--- src/rtl/mul_div_ctrl.sv ---
// mul_div_ctrl: two-requester front end for a shared combinational
// multiplier/divider array. Round-robin arbitration, a settle counter that
// gives the array time to resolve, and a held result with valid/ready
// handshake. Divide-by-zero bypasses the array and reports an error.
module mul_div_ctrl #(
  parameter int N      = 4,
  parameter int SETTLE = 3
) (
  input  logic           CLK,
  input  logic           nRST,
  input  logic           Req0_Valid,
  input  logic           Req0_Div_nMul,
  input  logic [N-1:0]   Req0_A,
  input  logic [N-1:0]   Req0_B,
  output logic           Req0_Ready,
  input  logic           Req1_Valid,
  input  logic           Req1_Div_nMul,
  input  logic [N-1:0]   Req1_A,
  input  logic [N-1:0]   Req1_B,
  output logic           Req1_Ready,
  output logic           Arr_Div_nMul,
  output logic [N-1:0]   Arr_A,
  output logic [N-1:0]   Arr_B,
  input  logic [2*N-1:0] Arr_P,
  output logic           Res_Valid,
  input  logic           Res_Ready,
  output logic           Res_Id,
  output logic [2*N-1:0] Res_P,
  output logic           Res_Err
);

  typedef enum logic [1:0] {IDLE, BUSY, DONE} state_t;

  state_t     state;
  logic       prio;     // requester that wins when both are valid
  logic [3:0] cnt;      // settle cycles remaining in BUSY

  logic         grant;
  logic         accept;
  logic         sel_div;
  logic [N-1:0] sel_a;
  logic [N-1:0] sel_b;

  // Pick the requester to serve: a lone requester wins, a tie goes to prio.
  always_comb begin
    // NOTE: every signal gets a default first so no path can infer a latch.
    grant = 1'b0;
    if (Req0_Valid && Req1_Valid) grant = prio;
    else if (Req1_Valid)          grant = 1'b1;
    sel_div = grant ? Req1_Div_nMul : Req0_Div_nMul;
    sel_a   = grant ? Req1_A : Req0_A;
    sel_b   = grant ? Req1_B : Req0_B;
  end

  // NOTE: Ready is combinational off state, so it is gated with nRST to read 0
  // while reset is asserted rather than only after the first clock edge.
  assign Req0_Ready = nRST && (state == IDLE) && !grant && Req0_Valid;
  assign Req1_Ready = nRST && (state == IDLE) &&  grant && Req1_Valid;
  assign accept     = Req0_Ready || Req1_Ready;

  // Control FSM with registered array operands and result.
  always_ff @(posedge CLK or negedge nRST) begin
    // NOTE: state registers use non-blocking assignments so every flop samples
    // pre-edge values regardless of statement order.
    if (!nRST) begin
      state        <= IDLE;
      prio         <= 1'b0;
      cnt          <= '0;
      Arr_Div_nMul <= 1'b0;
      Arr_A        <= '0;
      Arr_B        <= '0;
      Res_Valid    <= 1'b0;
      Res_Id       <= 1'b0;
      Res_P        <= '0;
      Res_Err      <= 1'b0;
    end else begin
      case (state)
        IDLE: begin
          if (accept) begin
            prio   <= ~grant;
            Res_Id <= grant;
            if (sel_div && (sel_b == '0)) begin
              // Divide by zero: leave the array alone and report at once.
              Res_P     <= '0;
              Res_Err   <= 1'b1;
              Res_Valid <= 1'b1;
              state     <= DONE;
            end else begin
              Arr_Div_nMul <= sel_div;
              Arr_A        <= sel_a;
              Arr_B        <= sel_b;
              cnt          <= 4'(SETTLE - 1);
              state        <= BUSY;
            end
          end
        end
        BUSY: begin
          if (cnt == '0) begin
            Res_P     <= Arr_P;
            Res_Err   <= 1'b0;
            Res_Valid <= 1'b1;
            state     <= DONE;
          end else begin
            cnt <= cnt - 4'd1;
          end
        end
        DONE: begin
          if (Res_Ready) begin
            Res_Valid <= 1'b0;
            state     <= IDLE;
          end
        end
        default: begin
          Res_Valid <= 1'b0;
          state     <= IDLE;
        end
      endcase
    end
  end

endmodule

--- config.mk ---
export PLATFORM = sky130hd
export DESIGN_NAME = mul_div_ctrl
export DESIGN_NICKNAME = d
export VERILOG_FILES = /design/src/rtl/mul_div_ctrl.sv
export SDC_FILE = /design/constraint.sdc
export NUM_CORES = 1
export LEC_CHECK = 0
export CAP_MARGIN = 40
export CORE_ASPECT_RATIO = 0.9
export CORE_MARGIN = 2
export CORE_UTILIZATION = 25
export DETAILED_ROUTE_END_ITERATION = 10
export GPL_TIMING_DRIVEN = 0
export PLACE_DENSITY = 0.61
export SYNTH_ARGS = -nofsm -noshare
export SYNTH_HDL_FRONTEND = slang
export SYNTH_SLANG_ARGS = --single-unit
--- constraint.sdc ---
create_clock -name CLK -period 3.5 [get_ports CLK]
set_clock_uncertainty 0.1 [all_clocks]
set_input_delay 0.35 -clock CLK [delete_from_list [all_inputs] [get_ports CLK]]
set_output_delay 0.35 -clock CLK [all_outputs]
set_load 0.005 [all_outputs]
==> flow_summary.ini, run 1 <==
[clock_tree]
cts_setup_buffers = 0
clock_latency_ps = 280
cts_resized = 0
htreeDepth = 1
numCtsBuffers = 3
cts_root_buffer = clkbuf_8
tritoncts = built
postCtsHoldBufs = 0
cts.path.max_buffers = 2
cts.clk_slew.worst_paths_ps = 100
cts_sinks = 27

[timing]
finalSetupTns_ps = 0
setup_viol = 0
fin_crit_sh = 0.846
max_freq_mhz = 338
rsz0062_at_grt = false
timing.slew.headroom = 0.564
tightest_slew_ps = 653
slew_violations = 0
hold_violations = 0
layout_min_cycle_time_ps = 2960

[power]
p_leak_nw = 0.864
powerDensity_nw_per_um2 = 689
ir_drop_uv = 213

[critical_path]
path_max_fanout = 18
endpoint_kind = output port
ff2ff_path_depth = 7
critPathLaunch = nRST
startpoint_type = input pin
crit_type = in -> out
timing.rr.start = cnt[0]$_DFFE_PN0P_
critical_path_required_ps = 3050
regToRegEndpoint = Res_P[1]$_DFFE_PN0P_
r2r_slack_ps = 1290
endpoint = Req0_Ready
cp.arrival_ps = 2510

[global_routing]
grt_max_degree = 19
track_usage = 0.113
grt.overflow.total = 0
grt_pass1_vias = 1084
grt_pass1_wl_um = 5020
antenna_found_initial = 0

[placed_design]
place_area_um2 = 1890
dp_hpwl_um = 2330
dp.cells = 236
place.gp.congestion = 0.705
portBuffers = 51

[synthesis]
synth_edf_count = 0
syn_area_um2 = 1270
synthFlopType = dfrtp_1
yosysSeqAreaShare = 0.533
synthArstFlopShare = 1.00
syn_nets = 152
synth-seq-cells = 27
ys_types = 34
yosysWarnings = 0
avgSynthCellArea_um2 = 10.7
synthCells = 119

[detailed_routing]
first_pass_iters = 4
ant_nets = 0
dr.first_iter.drc_count = 25
wire_per_inst_um = 12.8
viasPerCell = 4.50
drc = 0
vias = 1079
drt-total-wl_um = 3080

[layout]
multiInputGateArea_um2 = 563
mostFrequentLayoutCells = clkdlybuf4s50_1, dfrtp_1, nand2_1
diodes = 0
final_common_cell = clkdlybuf4s50_1
nFillCells = 495
final_area_um2 = 1940
nNetsFinal = 209
area_growth_pct = 52.7
post_route_cells_drive_above_1_share = 0.0629
seq_area_um2 = 676
layout.cells.non_filler = 240

[floorplanning]
start_util = 0.261
die_height_um = 71.6
die-area_um2 = 5660
core-area_um2 = 4860
die_w_um = 79.1
boundaryPins = 53
core.rowCount = 24

[outcome]
run_status = complete, no violations

[job]
drv_cap = 0

[hold_path]
worstHoldPathCells = 2
hp-class = in -> reg
kinds of logic (layout without fill, tap and decap cells):
group           Yosys count  after routing  share of synthesized area
compound gates           30             30                      0.161
fa+ha+maj                 2              2                     0.0197
buf+inv                   7             63                     0.0237
flops                    27             27                      0.533
mux                      10             10                     0.0789
simple gates             43             43                      0.184
worst max-delay path: stages:
cell and delay (ps):
clkdlybuf4s50_1 890, buf_16 230, nor3b_2 280, nand2_1 110, a21oi_1 130, clkdlybuf4s50_1 510
state kept, by name, indices dropped and copies added (netlist names):
| name | cells |
|---|---|
| Arr_A | 4 |
| Arr_B | 4 |
| Arr_Div_nMul | 1 |
| Res_Err | 1 |
| Res_Id | 1 |
| Res_P | 8 |
| Res_Valid | 1 |
| cnt | 4 |
| prio | 1 |
| state | 2 |
layer usage:
layer  vias up  track usage  part of all wire
met5         -            0                 0
met4         0       0.0402             0.016
met2        36        0.170              0.40
met3         5       0.0340             0.083
met1       500        0.154              0.50
li1        538            -                 -
report_power, final:
| part | switching [W] | internal [W] | total [W] | leakage [nW] |
|---|---|---|---|---|
| combinational | 0.000251 | 0.000365 | 0.000616 | 0.507 |
| sequential | 0.0000795 | 0.000454 | 0.000533 | 0.335 |
| clock | 0.000105 | 0.0000810 | 0.000186 | 0.0217 |
how the worst min path moves through the flow:
stage,start,endpoint,slack (ps)
2_1_floorplan,nRST,Arr_A[0]$_DFFE_PN0P_,-50
3_3_place_gp,prio$_DFFE_PN0P_,prio$_DFFE_PN0P_,370
3_5_place_dp,Res_Valid$_DFFE_PN0P_,Res_Valid$_DFFE_PN0P_,370
4_1_cts,Req1_Valid,prio$_DFFE_PN0P_,330
5_1_grt,Req1_Valid,prio$_DFFE_PN0P_,390
6_report,Req1_Valid,prio$_DFFE_PN0P_,330
area by class of cell:
class                   instances  share of cell area
multi-input cells              85               0.291
clock buffers                   3              0.0213
well taps                      65              0.0420
clock inverters                 1             0.00388
repair buffers                 52               0.278
plain buffers                   5              0.0116
inverters                       2             0.00388
flip-flops and latches         27               0.349
Yosys cell counts (2+ instances only):
| library cell | number | area share |
|---|---|---|
| inv_1 | 2 | 0.0059 |
| ha_1 | 2 | 0.020 |
| nor4_1 | 2 | 0.0099 |
| nor2_1 | 6 | 0.018 |
| a22o_1 | 8 | 0.055 |
| dfrtp_1 | 27 | 0.53 |
| nand3b_1 | 2 | 0.012 |
| mux2i_1 | 10 | 0.079 |
| a21oi_1 | 3 | 0.012 |
| nand2_1 | 17 | 0.050 |
| o21ai_1 | 11 | 0.043 |
| nor3b_1 | 2 | 0.012 |
| a21o_1 | 2 | 0.012 |
| clkbuf_1 | 4 | 0.012 |
| and3b_1 | 2 | 0.014 |
per-stage QoR:
step	total power (W)	setup slack (ps)	hold WS (ps)	utilization
CTS	0.00136	471	331	0.398
detailed placement	0.00117	476	367	0.388
global placement	0.00116	59.1	366	0.382
floorplan	0.000835	1630	-45.6	-
global route	0.00145	326	394	0.398
finish	0.00133	537	329	0.398
(Power assumes the default switching activity.)
==> run 2: changes to the inputs <==
Clock period 3.5 ns to 3 ns, I/O delays scaled along.
==> flow_summary.ini, run 2 (synthesized netlist as in run 1, its figures left out) <==
[global_routing]
grt.overflow.total = 0
grt_pass1_wl_um = 5020
antenna_found_initial = 0
grt_pass1_vias = 1084
track_usage = 0.113
grt_max_degree = 19

[timing]
timing.slew.headroom = 0.653
fin_crit_sh = 0.894
hold-worst-slack_ps = 280
hold_violations = 0
setup_viol = 0
rsz0062_at_grt = false
slew_violations = 0
layout_min_cycle_time_ps = 2680
max_freq_mhz = 373
tightest_slew_ps = 519

[layout]
final_common_cell = clkdlybuf4s50_1
nNetsFinal = 211
layout.cells.non_filler = 242
area_growth_pct = 54.4
diodes = 0
largest_register_ffs = 8
post_route_cells_drive_above_1_share = 0.0621
final_area_um2 = 1960
mostFrequentLayoutCells = clkdlybuf4s50_1, dfrtp_1, nand2_1
regMostFlops = Res_P

[power]
ir_drop_uv = 240
p_total_w = 0.00156
powerDensity_nw_per_um2 = 796
p_leak_nw = 0.881

[clock_tree]
numCtsBuffers = 3
cts.clk_slew.worst_paths_ps = 100
clock_latency_ps = 270
cts_root_buffer = clkbuf_8
cts.path.max_buffers = 2
htreeDepth = 1
tritoncts = built
cts_sinks = 27

[critical_path]
startpoint_type = input pin
r2r_slack_ps = 790
critical_path.cell_chain = dlygate4sd3_1 -> dlymetal6s2s_1 -> buf_16 -> nor3b_2 -> nand2_1 -> a21oi_1 -> clkdlybuf4s50_1
cp_slowest_cell = dlygate4sd3_1
cp.arrival_ps = 2280
slowest_delay_ps = 520
ff2ff_path_depth = 7
critical_path_required_ps = 2600
crit_type = in -> out
path_max_fanout = 18
regToRegEndpoint = Res_P[1]$_DFFE_PN0P_
endpoint_kind = output port
timing.rr.start = cnt[0]$_DFFE_PN0P_

[placed_design]
place_area_um2 = 1890
dp_hpwl_um = 2330
dp.cells = 236
place.gp.congestion = 0.705
portBuffers = 51

[detailed_routing]
dr_wl_met2_um = 1300
topRoutingLayerUsed = met4
vias = 1086
drc = 0
dr.first_iter.drc_count = 27
drt-total-wl_um = 3130
viasPerCell = 4.49
ant_nets = 0
wl_met1_um = 1530
wl_met3_um = 254
first_pass_iters = 4
wire_per_inst_um = 12.9

[floorplanning]
die_height_um = 71.6
start_util = 0.261
boundaryPins = 53
core.rowCount = 24
core-area_um2 = 4860
die_w_um = 79.1
die-area_um2 = 5660

[job]
drv_cap = 0

[hold_path]
hp-class = in -> reg
worstHoldPathCells = 2
worstHoldStart = Req1_Valid
hold_end = prio$_DFFE_PN0P_

[outcome]
run_status = complete, no violations
==> run 2: cell types whose count changed in the layout (fill, tap and decap cells not counted) <==
cell,change
dlygate4sd3_1,+2
clkdlybuf4s50_1,-1
dlymetal6s2s_1,+1
==> run 2: cell type report <==
type                       instances  area (um2)
multi-input combinational         85         563
timing repair buffer              54         561
inverter                           2        7.51
sequential                        27         676
tap                               65        81.3
clock buffer                       3        41.3
clock inverter                     1        7.51
fill                             491        2910
buffer                             5        22.5
==> run 2: how the worst max path moves through the flow <==
| stage | from | end | slack, ps | cells after the start |
|---|---|---|---|---|
| 2_1_floorplan | cnt[0]$_DFFE_PN0P_ | Res_P[0]$_DFFE_PN0P_ | 1140 | 7 |
| 3_3_place_gp | nRST | Req0_Ready | -340 | 5 |
| 3_5_place_dp | nRST | Req0_Ready | 80 | 6 |
| 4_1_cts | nRST | Req0_Ready | 70 | 6 |
| 5_1_grt | nRST | Req0_Ready | 220 | 7 |
| 6_report | nRST | Req0_Ready | 320 | 7 |
==> run 2: through the flow <==
stage                     setup TNS (ps)  utilization  worst slack, ps
after floorplan                        0            -             1140
after global placement             -5050        0.382             -341
after detailed placement               0        0.388             76.3
after CTS                              0        0.398             71.1
after global routing                   0        0.403              222
final                                  0        0.403              319
==> run 2: layer usage <==
metal,vias up,track usage
met1,505,0.154
met2,35,0.170
li1,542,-
met3,4,0.0340
met4,0,0.0402
met5,-,0
==> run 2: critical path, delay by kind of cell <==
kind                   cells  cell delay (ps)
buffers and inverters      4             1450
AND/OR/NAND/NOR            2              390
AO/OA/AOI/OAI              1              130
==> run 2: power breakdown <==
part           leakage [nW]  switching, W  internal, W
clock network        0.0217      0.000122    0.0000944
logic                 0.524      0.000294     0.000428
registers             0.335     0.0000924     0.000529
total                 0.881      0.000508      0.00105
==> run 2: what timing repair did <==
action,4_1_cts,5_1_grt
hold buffers,0,2
buffers inserted,0,0
hold endpoints to repair,0,11
endpoints found under the setup margin,0,2
gates resized for setup,0,1
